<file path="src/rtl/led_seq_pkg.sv">
// rtl/led_seq_pkg.sv - shared modes, FSM states and pattern step function for the LED sequencer
package led_seq_pkg;

    localparam logic [1:0] MODE_COUNT  = 2'd0;
    localparam logic [1:0] MODE_BOUNCE = 2'd1;
    localparam logic [1:0] MODE_BLINK  = 2'd2;
    localparam logic [1:0] MODE_STATIC = 2'd3;

    localparam logic DIR_LEFT  = 1'b0;
    localparam logic DIR_RIGHT = 1'b1;

    typedef enum logic {
        ST_RUN,
        ST_PENDING
    } state_e;

    // One step of the free-running patterns on an LED bank of width n (n <= 32).
    // Returns {dir, led}; STATIC leaves led untouched, the caller substitutes its pattern.
    function automatic logic [32:0] next_pattern(input logic [1:0] mode,
                                                 input logic [31:0] led,
                                                 input logic dir,
                                                 input int unsigned n);
        logic [31:0] mask;
        logic [31:0] msb;
        logic [31:0] cur;
        logic [31:0] nled;
        logic        ndir;
        mask = (n >= 32) ? 32'hFFFF_FFFF : ((32'd1 << n) - 32'd1);
        msb  = mask & ~(mask >> 1);
        cur  = led & mask;
        nled = cur;
        ndir = dir;
        case (mode)
            MODE_COUNT: nled = (cur + 32'd1) & mask;
            MODE_BOUNCE: begin
                if (!$onehot(cur)) begin
                    nled = 32'd1;
                    ndir = DIR_LEFT;
                end else if (dir == DIR_LEFT && (cur & msb) != 32'd0) begin
                    ndir = DIR_RIGHT;
                    nled = cur >> 1;
                end else if (dir == DIR_RIGHT && cur[0]) begin
                    ndir = DIR_LEFT;
                    nled = (cur << 1) & mask;
                end else if (dir == DIR_LEFT) begin
                    nled = (cur << 1) & mask;
                end else begin
                    nled = cur >> 1;
                end
            end
            MODE_BLINK: nled = ~cur & mask;
            default:    nled = cur;
        endcase
        return {ndir, nled};
    endfunction

endpackage

</file>
<file path="src/rtl/led_prescaler.sv">
// rtl/led_prescaler.sv - step-tick prescaler; a divisor of zero behaves as one
module led_prescaler
    import led_seq_pkg::*;
#(
    parameter int DIV_WIDTH = 24
) (
    input  logic                 clki,
    input  logic                 rst,
    input  logic                 enable,
    input  logic                 clear,
    input  logic [DIV_WIDTH-1:0] div,
    output logic                 step
);

    logic [DIV_WIDTH-1:0] cnt_q;
    logic [DIV_WIDTH-1:0] cnt_d;
    logic [DIV_WIDTH-1:0] d_eff;

    assign d_eff = (div == '0) ? DIV_WIDTH'(1) : div;
    assign step  = enable && (cnt_q == d_eff - DIV_WIDTH'(1));

    // Next count: wrap on the step edge or on a config apply, hold while disabled
    always_comb begin
        cnt_d = cnt_q;
        if (clear || step) begin
            cnt_d = '0;
        end else if (enable) begin
            cnt_d = cnt_q + DIV_WIDTH'(1);
        end
    end

    // Counter register
    always_ff @(posedge clki or posedge rst) begin
        if (rst) begin
            cnt_q <= '0;
        end else begin
            cnt_q <= cnt_d;
        end
    end

endmodule

</file>
<file path="src/rtl/led_sequencer.sv">
// rtl/led_sequencer.sv - LED pattern sequencer with step-aligned reconfiguration
module led_sequencer
    import led_seq_pkg::*;
#(
    parameter int NUM_LEDS    = 4,
    parameter int DIV_WIDTH   = 24,
    parameter int DEFAULT_DIV = 900000
) (
    input  logic                 clki,
    input  logic                 rst,
    input  logic                 enable,
    input  logic                 cfg_valid,
    output logic                 cfg_ready,
    input  logic [1:0]           cfg_mode,
    input  logic [DIV_WIDTH-1:0] cfg_div,
    input  logic [NUM_LEDS-1:0]  cfg_pattern,
    output logic [NUM_LEDS-1:0]  led,
    output logic                 tick
);

    state_e               state_q, state_d;
    logic [1:0]           mode_q, mode_d;
    logic [DIV_WIDTH-1:0] div_q, div_d;
    logic [NUM_LEDS-1:0]  pat_q, pat_d;
    logic [1:0]           pmode_q, pmode_d;
    logic [DIV_WIDTH-1:0] pdiv_q, pdiv_d;
    logic [NUM_LEDS-1:0]  ppat_q, ppat_d;
    logic [NUM_LEDS-1:0]  led_q, led_d;
    logic                 dir_q, dir_d;
    logic                 tick_q, tick_d;
    logic                 ready_q, ready_d;

    logic                 step;
    logic                 apply;
    logic                 transfer;
    logic [32:0]          pattern_nxt;
    logic                 unused_pattern_bits;
    logic [NUM_LEDS-1:0]  init_led;

    // A pending config lands on the next step edge, or immediately while frozen
    assign apply    = (state_q == ST_PENDING) && (step || !enable);
    assign transfer = cfg_valid && ready_q;

    assign pattern_nxt         = next_pattern(mode_q, 32'(led_q), dir_q, NUM_LEDS);
    assign unused_pattern_bits = ^pattern_nxt;

    assign init_led = (pmode_q == MODE_BOUNCE) ? NUM_LEDS'(1) :
                      (pmode_q == MODE_STATIC) ? ppat_q : '0;

    led_prescaler #(
        .DIV_WIDTH (DIV_WIDTH)
    ) u_prescaler (
        .clki   (clki),
        .rst    (rst),
        .enable (enable),
        .clear  (apply),
        .div    (div_q),
        .step   (step)
    );

    // Next state: apply pending config, else normal step, plus handshake capture
    always_comb begin
        state_d = state_q;
        mode_d  = mode_q;
        div_d   = div_q;
        pat_d   = pat_q;
        pmode_d = pmode_q;
        pdiv_d  = pdiv_q;
        ppat_d  = ppat_q;
        led_d   = led_q;
        dir_d   = dir_q;
        tick_d  = 1'b0;
        ready_d = ready_q;
        if (apply) begin
            mode_d  = pmode_q;
            div_d   = pdiv_q;
            pat_d   = ppat_q;
            led_d   = init_led;
            dir_d   = DIR_LEFT;
            tick_d  = step;
            ready_d = 1'b1;
            state_d = ST_RUN;
        end else if (step) begin
            led_d  = (mode_q == MODE_STATIC) ? pat_q : pattern_nxt[NUM_LEDS-1:0];
            dir_d  = pattern_nxt[32];
            tick_d = 1'b1;
        end
        if (transfer) begin
            pmode_d = cfg_mode;
            pdiv_d  = cfg_div;
            ppat_d  = cfg_pattern;
            ready_d = 1'b0;
            state_d = ST_PENDING;
        end
    end

    // Sequencer registers
    always_ff @(posedge clki or posedge rst) begin
        if (rst) begin
            state_q <= ST_RUN;
            mode_q  <= MODE_COUNT;
            div_q   <= DIV_WIDTH'(DEFAULT_DIV);
            pat_q   <= '0;
            pmode_q <= MODE_COUNT;
            pdiv_q  <= '0;
            ppat_q  <= '0;
            led_q   <= '0;
            dir_q   <= DIR_LEFT;
            tick_q  <= 1'b0;
            ready_q <= 1'b1;
        end else begin
            state_q <= state_d;
            mode_q  <= mode_d;
            div_q   <= div_d;
            pat_q   <= pat_d;
            pmode_q <= pmode_d;
            pdiv_q  <= pdiv_d;
            ppat_q  <= ppat_d;
            led_q   <= led_d;
            dir_q   <= dir_d;
            tick_q  <= tick_d;
            ready_q <= ready_d;
        end
    end

    assign led       = led_q;
    assign tick      = tick_q;
    assign cfg_ready = ready_q;

endmodule

</file>
<file path="config.mk">
export PLATFORM = sky130hd
export DESIGN_NAME = led_sequencer
export DESIGN_NICKNAME = d
export VERILOG_FILES = /design/src/rtl/led_seq_pkg.sv /design/src/rtl/led_prescaler.sv /design/src/rtl/led_sequencer.sv
export SDC_FILE = /design/constraint.sdc
export NUM_CORES = 1
export LEC_CHECK = 0
export ABC_AREA = 1
export CORE_MARGIN = 2
export CORE_UTILIZATION = 60
export DETAILED_ROUTE_END_ITERATION = 8
export DONT_BUFFER_PORTS = 1
export GPL_ROUTABILITY_DRIVEN = 0
export HOLD_SLACK_MARGIN = 0.15
export PLACE_DENSITY_LB_ADDON = 0.08
export SLEW_MARGIN = 20
export SYNTH_ARGS = -nofsm -noshare
export SYNTH_HDL_FRONTEND = slang
export SYNTH_SLANG_ARGS = --single-unit
</file>
<file path="constraint.sdc">
create_clock -name clki -period 4.15 [get_ports clki]
set_input_delay 0.415 -clock clki [delete_from_list [all_inputs] [get_ports clki]]
set_output_delay 0.415 -clock clki [all_outputs]
set_load 0.05 [all_outputs]
</file>
==> impl_results.md, run 1 <==
* Multi-input logic area at 0.00267 mm2
* Clk slew on worst S/H paths at 0.10 ns
* WS Path Type: register to register
* Final non-filler cell total at 836
* Worst Hold Launch: cfg_div[6]
* Post-CTS setup buffer count at 0
* Crit path max fanout at between 40 and 50
* WL final at between 10000 and 15000 um
* All-Layer GR Usage at 26.3%
* Layout cell share with drive strength beyond 1 at 8.52%
* Initial DRC count at between 200 and 250
* FILL cells at 746
* Inst Count DP at just over 800
* Worst IR Drop VDD at 0.384 mV
* Port-buffer cells at 0
* Slack of the critical path at 0.489 ns
* Syn Inst Count at 723
* Reg2reg setup slack at 0.49 ns
* Reg2reg end: div_q[0]$_DFFE_PP0N_
* H-Tree Depth at 3
* Commonest non-fill, non-tap cell in the layout: nand2_1
* GRT overflow at 0
* Register area share after synthesis at between 40% and 50%
* Pins Over Slew Limit at 0
* Max_slew headroom at 47.5%
* Slowest CP cell: dfstp_2
* Critical Path Sink Type: register
* Area Overhead vs Synth at 5.68%
* Max Fclk at ~270 MHz
* TritonCTS clock tree: yes
* Hold Path End: pdiv_q[6]$_DFFE_PP0P_
* Initial Util at 62.1%
* Most frequent cells in the layout: nand2_1, dfrtp_1, inv_1
* Number of synthesis warnings at 0
* Initial antenna violation count at 0
* Final setup vio count at 0
* Chip width at 99 um
* Via count at about 4700
* Die span in y at 99 um
* Hold path cells at 2
* Outcome: finished clean
* Worst Clk Skew at 0.0177 ns
* CTS resizes at 0
* CTS root buffer: clkbuf_8
* Critical path arrival at around 3.9 ns
* Post-route minimum period at 3.66 ns
* I/O pin total at 40
* Lkg Pwr at between 0.002 and 0.003 uW
* Yosys reg bits at 92
* Required time worst endpoint at 4.39 ns
* Slowest stage delay, CP at about 0.59 ns
* Total Power at 2010 uW
* Pre-Repair DR Iteration Count at 5
* Hold Path Class: input port to register
* Avg Inst Size Synth at roughly 7.5 um2
* First-pass GRT wire length at 20800 um
* Final design utilization at 65.6%
* Antenna-violating nets left at 0
* DP Worst Slack at roughly 0.53 ns
* Synth Cell Area at about 0.0054 mm2
* Number of clock sinks at 92
* Via density at 5.65
* RSZ-0062 raised after global routing: no
* Yosys cell types at 38
* Routed length per instance at ~15 um
* Detailed placer's ending HPWL at 9180 um
* Largest net degree at the start of global routing at 49
* Skew-Pair Late Insertion Delay at 0.37 ns
* Final hold violation count at 0
* CP startpoint kind: register
* Max-capacitance violation count at 0
* Row count at 34
* Reg2Reg Depth at 21
* CP Cell Sequence: nor2_1, nand2_1, nor2_1, nand3_4, nand2_2, inv_2, ha_1, nand2_1, nor3_4, inv_2, nor2_2, nand3b_1, xor2_1, nor2_1, nand3_1, nor2_1, nand2_1, nand2_4, nand2_4, inv_4, o21ai_0
* FF-to-FF Start: div_q[5]$_DFFE_PP1N_
* Core area at between 0.008 and 0.009 mm2
* Most frequent CP cell: nor2_1
* Post-layout nets at 767
* # diodes at 0
* Fin crit share at 88.2%
* DRC viols at 0
* Net Count, Synth at 767
* Die area at roughly 0.0098 mm2
* CTS Hold Bufs at 3
* Pwr Density at 351 mW/mm2
* Vias in the first global route at 4347
* Reg area at between 0.002 and 0.0025 mm2
* Worst-Margin Slew at 0.786 ns
* TritonCTS buffer count at 9
* Clk buf depth at 2
* Setup_tns at 0 ns
layout make-up:
class	instances	share of cell area, %
clock inverters	7	1.46
repair buffers	7	1.05
clock buffers	9	2.16
inverters	88	5.84
well taps	108	2.36
flip-flops and latches	92	40.5
multi-input cells	525	46.6
how the worst max path moves through the flow:
stage / startpoint / end / cells past startpoint
floorplan: div_q[5]$_DFFE_PP1N_ / u_prescaler.cnt_q[11]$_DFFE_PP0P_ / 22
global placement: div_q[13]$_DFFE_PP1N_ / div_q[0]$_DFFE_PP0N_ / 21
detailed placement: div_q[5]$_DFFE_PP1N_ / cfg_ready$_DFFE_PP1P_ / 22
CTS: div_q[15]$_DFFE_PP1N_ / cfg_ready$_DFFE_PP1P_ / 22
global route: div_q[15]$_DFFE_PP1N_ / div_q[7]$_DFFE_PP1N_ / 22
finish: div_q[5]$_DFFE_PP1N_ / div_q[0]$_DFFE_PP0N_ / 21
through the flow:
stage,hold WS (ns),instance area [um2]
finish,0.166,5720
CTS,0.151,5720
global placement,0.451,5490
floorplan,0.443,5420
global route,0.156,5720
detailed placement,0.464,5490
cells by family after synthesis:
logic type / count (synthesis) / synth area share [%]
flip-flops: 92 / 42.8
XOR/XNOR: 48 / 7.76
AO/OA/AOI/OAI: 88 / 8.73
adder cells (fa/ha/maj): 10 / 2.45
AND/OR/NAND/NOR: 379 / 30.3
buffers and inverters: 106 / 7.92
cell usage after synthesis, drive strengths merged:
| cell type | number | share of area, % |
|---|---|---|
| o2111ai | 1 | 0.16 |
| dfstp | 12 | 5.8 |
| buf | 9 | 1.2 |
| a21oi | 10 | 0.92 |
| nand2 | 225 | 16 |
| fa | 1 | 0.37 |
| nand4 | 13 | 1.5 |
| ha | 9 | 2.1 |
| nor3 | 17 | 2.2 |
| nor2 | 73 | 5.3 |
| clkbuf | 9 | 0.62 |
| dfrtp | 80 | 37 |
| nor4b | 1 | 0.16 |
| xor2 | 37 | 6.0 |
| nor4 | 5 | 0.58 |
| nand3 | 38 | 3.7 |
| xnor2 | 11 | 1.8 |
| o31ai | 3 | 0.42 |
| or2 | 4 | 0.46 |
| o22ai | 6 | 0.69 |
| inv | 88 | 6.1 |
| o21ai | 66 | 6.2 |
| nor3b | 2 | 0.28 |
| nand3b | 1 | 0.14 |
| o211ai | 1 | 0.14 |
| a211oi | 1 | 0.23 |
where the power goes:
part / leakage (uW) / total (uW) / internal (uW) / switching (uW)
Sequential: 0.00110 / 1040 / 936 / 103
Combinational: 0.00172 / 362 / 138 / 224
Clock: 0.000103 / 609 / 239 / 369
Total: 0.00293 / 2010 / 1310 / 696
worst max-delay path: cells and delay by family, from the launching register on:
family / cells / cell delay, ns
and+or+nand+nor: 15 / 2.01
DFF: 1 / 0.59
buffers and inverters: 3 / 0.43
adders and majority gates: 1 / 0.19
xor gates and xnor gates: 1 / 0.18
AOI/OAI and AO/OA: 1 / 0.12
per-layer routing:
layer  track usage (%)  wire, um
met3              3.76       783
met1              37.9      5600
met5                 0         0
met2              40.9      5620
met4              9.38       283
state kept, by name, indices dropped and copies added, names as in the netlist:
signal             count
dir_q                  1
div_q                 24
mode_q                 2
cfg_ready              1
u_prescaler.cnt_q     24
pdiv_q                24
led                    4
pat_q                  4
tick                   1
state_q                1
pmode_q                2
ppat_q                 4
Note: power is estimated with default switching activity, not from simulation.
==> run 2, diff against run 1 <==
- PLACE_DENSITY: unset -> 0.84
- PLACE_DENSITY_LB_ADDON: 0.08 -> unset
- SKIP_CTS_REPAIR_TIMING: unset -> 1
==> impl_results.md, run 2 (same netlist as run 1, synthesis figures left out) <==
* Outcome: finished clean
* Worst-Margin Slew at 0.794 ns (+0.00790 ns)
* Worst Clk Skew at 0.0156 ns (-0.00216 ns)
* Max_slew headroom at 47.0% (-0.53 points)
* WS Path Type: register to register
* TritonCTS clock tree: yes
* CTS root buffer: clkbuf_8
* Die area at 0.00980 mm2 (unchanged)
* Psw at 734 uW (+5.4%)
* Pre-Repair DR Iteration Count at 5 (unchanged)
* Reg area at 0.00232 mm2 (unchanged)
* First-pass GRT wire length at 20500 um (-1.1%)
* Area Overhead vs Synth at 7.16%
* FILL cells at 690 (-7.5%)
* Hold path cells at 2 (unchanged)
* Sw frac at 35.6% (+0.99 points)
* Layout cell share with drive strength beyond 1 at 8.30% (-0.22 points)
* Max-capacitance violation count at 0 (unchanged)
* P_int at 1330 uW (+0.94%)
* # diodes at 0 (unchanged)
* Hold Path End: pdiv_q[23]$_DFFE_PP0P_
* Area after DPL at 0.00548 mm2 (-0.14%)
* Detailed placer's ending HPWL at 9140 um (-0.45%)
* Post-route cell area at 0.00580 mm2 (+1.4%)
* Hold Path Class: input port to register
* Max Fclk at 262 MHz (-4.1%)
* Initial Util at 62.1% (unchanged)
* Initial DRC count at 373 (+66%)
* Combinational power share at 18.3% (+0.3 points)
* Reg2reg end: div_q[0]$_DFFE_PP0N_
* Initial antenna violation count at 0 (unchanged)
* Via count at 4763 (+0.78%)
* Die span in y at 99 um (unchanged)
* Port-buffer cells at 0 (unchanged)
* Reg2Reg Depth at 21 (unchanged)
* Lkg Pwr at 0.00296 uW (+1.1%)
* Setup_tns at 0 ns (unchanged)
* WHS at 0.141 ns (-0.0245 ns)
* Antenna-violating nets left at 0 (unchanged)
* Crit path max fanout at 46 (unchanged)
* Total Power at 2060 uW (+2.5%)
* Commonest non-fill, non-tap cell in the layout: nand2_1
* Fin crit share at 91.9% (+3.7 points)
* WL final at 12600 um (+3.0%)
* Skew-Pair Late Insertion Delay at 0.39 ns (+0.02 ns)
* Core area at 0.00872 mm2 (unchanged)
* Reg2reg setup slack at 0.33 ns (-0.15 ns)
* Via density at 5.65 (about the same)
* Critical path arrival at 4.12 ns (+0.22 ns)
* Worst IR Drop VDD at 0.386 mV (+0.56%)
* Pwr Density at 355 mW/mm2 (+1.1%)
* CP startpoint kind: register
* FF-to-FF Start: div_q[13]$_DFFE_PP1N_
* Routed length per instance at 15.0 um (+2.1%)
* GRT overflow at 0 (unchanged)
* Critical Path Sink Type: register
* Final setup vio count at 0 (unchanged)
* Flop pwr share at 50.5% (-1.2 points)
* Vias in the first global route at 4356 (+0.21%)
* Number of clock sinks at 92 (unchanged)
* Worst Hold Launch: cfg_div[23]
* Multi-input logic area at 0.00267 mm2 (unchanged)
* RSZ-0062 raised after global routing: no
* All-Layer GR Usage at 26.1% (-0.22 points)
* Most frequent cells in the layout: nand2_1, dfrtp_1, inv_1
* Largest net degree at the start of global routing at 49 (unchanged)
* Chip width at 99 um (unchanged)
* Pins Over Slew Limit at 0 (unchanged)
* Final hold violation count at 0 (unchanged)
* Top flop regs: div_q: 24 flops, pdiv_q: 24 flops, u_prescaler.cnt_q: 24 flops
* Required time worst endpoint at 4.46 ns (+0.07 ns)
* Row count at 34 (unchanged)
* Clock Power Share at 31.2% (+0.9 points)
* Clk slew on worst S/H paths at 0.12 ns (+0.02 ns)
* I/O pin total at 40 (unchanged)
* Post-layout nets at 774 (+0.91%)
* Post-route minimum period at 3.82 ns (+0.155 ns)
* H-Tree Depth at 3 (unchanged)
* TritonCTS buffer count at 9 (unchanged)
* Clk buf depth at 2 (unchanged)
* DRC viols at 0 (unchanged)
run 2: cell count changes in the layout (fill, tap and decap cells not counted), sizes merged:
cell,previous run,this run
dlygate4sd3,3,11
clkinv,6,5
inv,89,90
buf,4,3
run 2: layout make-up:
cell class | count | area share (%)
inverters | 88 | 5.76
clock buffers | 9 | 2.13
multi-input cells | 525 | 46.0
well taps | 108 | 2.33
clock inverters | 7 | 1.57
repair buffers | 14 | 2.29
flip-flops and latches | 92 | 39.9
run 2: layer usage:
layer	vias up	share of wire, %	GRT usage, %
met5	-	0	0
met4	0	1.9	8.01
met3	30	6.6	4.89
met2	203	47	41.9
met1	2219	44	36.1
li1	2311	-	-
run 2: per-stage QoR:
step	utilization, %	std cells	worst slack, ns
after detailed placement	62.8	816	0.453
after floorplan	-	723	1.23
after global placement	62.8	816	0.622
after global routing	66.5	843	0.0644
final	66.5	843	0.335
after CTS	65.3	832	0.429
run 2: critical path: stages (launching register included):
cell     delay (ns)
dfstp_2        0.59
nor2_1         0.08
nand2_1        0.13
nor2_2         0.07
nand3_4        0.12
nand2_2        0.08
inv_2          0.07
ha_1           0.20
nand2_1        0.12
nor3_4         0.31
nand2_1        0.13
nor3_1         0.32
xor2_1         0.12
inv_1          0.07
nand3_1        0.07
nor2_1         0.12
nand2_1        0.10
nand2_4        0.21
nand2_4        0.32
inv_4          0.31
nand2_1        0.10
o21ai_0        0.08
run 2: power by group through the flow:
| stage | Sequential (uW) | Combinational [uW] | Clock, uW |
|---|---|---|---|
| after global placement | 1050 | 340 | 0 |
| after detailed placement | 1050 | 364 | 0 |
| after global routing | 1050 | 431 | 687 |
| after CTS | 1040 | 365 | 654 |
| after floorplan | 1050 | 275 | 0 |
| final | 1040 | 377 | 643 |
run 2: worst max path at each step:
stage	from	to	slack, ns	depth (start not counted)
after floorplan	div_q[5]$_DFFE_PP1N_	u_prescaler.cnt_q[11]$_DFFE_PP0P_	1.23	22
after global placement	div_q[12]$_DFFE_PP1N_	div_q[0]$_DFFE_PP0N_	0.62	21
after detailed placement	div_q[5]$_DFFE_PP1N_	div_q[0]$_DFFE_PP0N_	0.45	22
after CTS	div_q[5]$_DFFE_PP1N_	div_q[0]$_DFFE_PP0N_	0.43	22
after global routing	div_q[5]$_DFFE_PP1N_	div_q[3]$_DFFE_PP0N_	0.06	22
final	div_q[13]$_DFFE_PP1N_	div_q[0]$_DFFE_PP0N_	0.33	21
==> run 3, diff against run 2 <==
- SETUP_SLACK_MARGIN: unset -> 0.05
- SLEW_MARGIN: 20 -> 15
==> impl_results.md, run 3 (same netlist as run 1, synthesis figures left out) <==
* Combinational power share at 18.4% (about the same)
* Initial antenna violation count at 0 (unchanged)
* Wl on met1 at 5490 um (-1.2%)
* Reg2reg setup slack at 0.40 ns (+0.06 ns)
* Outcome: finished clean
* I/O pin total at 40 (unchanged)
* Inst Count DP at 816 (unchanged)
* P_int at 1330 uW (about the same)
* Crit path max fanout at 17 (-63%)
* Most frequent cells in the layout: nand2_1, dfrtp_1, inv_1
* Post-route minimum period at 3.75 ns (-0.0634 ns)
* Final setup vio count at 0 (unchanged)
* Clock Power Share at 31.3% (about the same)
* RSZ-0062 raised after global routing: no
* Lkg Pwr at 0.00294 uW (-0.41%)
* Setup_tns at 0 ns (unchanged)
* TritonCTS buffer count at 9 (unchanged)
* Antenna-violating nets left at 0 (unchanged)
* WS Path Type: register to register
* Sw frac at 35.8% (+0.21 points)
* Worst-Margin Slew at 1.06 ns (+0.265 ns)
* TritonCTS clock tree: yes
* Slowest CP cell: dfstp_2
* Initial Util at 62.1% (unchanged)
* DRC viols at 0 (unchanged)
* Max_slew headroom at 29.0% (-18 points)
* Worst IR Drop VDD at 0.386 mV (+0.18%)
* Most frequent CP cell: nand2_1
* Delay-heaviest family, CP: simple AND/OR/NAND/NOR gates
* Psw at 741 uW (+0.93%)
* Pins Over Slew Limit at 0 (unchanged)
* First-pass GRT wire length at 20500 um (unchanged)
* Layout cell share with drive strength beyond 1 at 8.16% (-0.14 points)
* Slowest stage delay, CP at 0.61 ns (+0.02 ns)
* Die span in y at 99 um (unchanged)
* Via density at 5.67 (+0.38%)
* Critical Path Sink Type: register
* WL final at 12700 um (+0.16%)
* Final non-filler cell total at 843 (unchanged)
* Clk buf depth at 2 (unchanged)
* Via count at 4781 (+0.38%)
* Detailed placer's ending HPWL at 9140 um (unchanged)
* Row count at 34 (unchanged)
* CP startpoint kind: register
* Critical path arrival at 4.07 ns (-0.05 ns)
* Area Overhead vs Synth at 7.32%
* Skew-Pair Late Insertion Delay at 0.39 ns (about the same)
* Fin crit share at 90.4% (-1.5 points)
* Max Fclk at 267 MHz (+1.7%)
* CP Cell Sequence: nor2_2, nand2_1, nor2_2, nand3_4, nand2_2, inv_2, ha_1, nand2_1, nor3_4, nand2_1, nor3_1, xor2_1, inv_1, nand3_1, nor2_1, nand2_1, nand2_4, nand2_1, inv_2, nand2_2, inv_2, nand2_1, nand2_1
* Vias in the first global route at 4356 (unchanged)
* CTS root buffer: clkbuf_8
* All-Layer GR Usage at 26.1% (unchanged)
* Highest metal used: met4
* Worst Clk Skew at 0.0201 ns (+0.00450 ns)
* # diodes at 0 (unchanged)
* Die area at 0.00980 mm2 (unchanged)
* Hold Path Class: input port to register
* Core area at 0.00872 mm2 (unchanged)
* Met3 Routed Length at 925 um (+10%)
* Initial DRC count at 332 (-11%)
* Number of clock sinks at 92 (unchanged)
* Post-layout nets at 774 (unchanged)
* Pre-Repair DR Iteration Count at 6 (+1)
* Port-buffer cells at 0 (unchanged)
* Met2 Wirelength at 5980 um (-0.47%)
* Max-capacitance violation count at 0 (unchanged)
* Commonest non-fill, non-tap cell in the layout: nand2_1
* Routed length per instance at 15.0 um (+0.16%)
* Required time worst endpoint at 4.47 ns (about the same)
* H-Tree Depth at 3 (unchanged)
* Clk slew on worst S/H paths at 0.13 ns (about the same)
* GRT overflow at 0 (unchanged)
* Flop pwr share at 50.3% (-0.2 points)
* Top flop regs: div_q: 24 flops, pdiv_q: 24 flops, u_prescaler.cnt_q: 24 flops
* Pwr Density at 356 mW/mm2 (+0.19%)
* Final hold violation count at 0 (unchanged)
* Largest net degree at the start of global routing at 49 (unchanged)
* Chip width at 99 um (unchanged)
* Crit path buffers/inverters at 4 (+1)
-- run 3: area by class of cell --
class	instances	area, um2
clock buffer	9	124
clock inverter	7	91.3
fill	689	2910
inverter	88	334
multi-input combinational	525	2680
sequential	92	2320
tap	108	135
timing repair buffer	14	133
-- run 3: final timing paths --
kind,from,end,depth (start not counted)
hold reg to reg,pdiv_q[2]$_DFFE_PP0P_,pdiv_q[2]$_DFFE_PP0P_,2
max in group asynchronous,rst,div_q[19]$_DFFE_PP1N_,3
setup reg to reg,div_q[15]$_DFFE_PP1N_,led[3]$_DFFE_PP0P_,23
setup / recovery,div_q[15]$_DFFE_PP1N_,led[3]$_DFFE_PP0P_,23
hold / removal,cfg_div[23],pdiv_q[23]$_DFFE_PP0P_,2
min in group asynchronous,rst,ppat_q[3]$_DFFE_PP0P_,2
-- run 3: power groups by stage --
stage | registers, uW | logic, uW | clock network, uW
after CTS | 1040 | 365 | 654
after floorplan | 1050 | 275 | 0
after detailed placement | 1050 | 364 | 0
final | 1040 | 380 | 647
after global routing | 1050 | 432 | 687
after global placement | 1050 | 340 | 0
-- run 3: stage by stage --
step | hold WS [ns] | util, % | setup slack, ns | instance area, um2 | total power (uW)
after detailed placement | 0.466 | 62.8 | 0.453 | 5480 | 1420
final | 0.135 | 66.6 | 0.398 | 5810 | 2070
after floorplan | 0.443 | - | 1.23 | 5420 | 1330
after global placement | 0.458 | 62.8 | 0.622 | 5480 | 1390
after global routing | 0.131 | 66.6 | 0.109 | 5810 | 2160
after CTS | 0.0542 | 65.3 | 0.429 | 5690 | 2060
-- run 3: metal layers --
layer / GRT usage (%) / vias to the layer above
met5: 0 / -
met4: 8.01 / 0
met3: 4.89 / 30
met2: 41.9 / 207
met1: 36.1 / 2232
li1: - / 2312
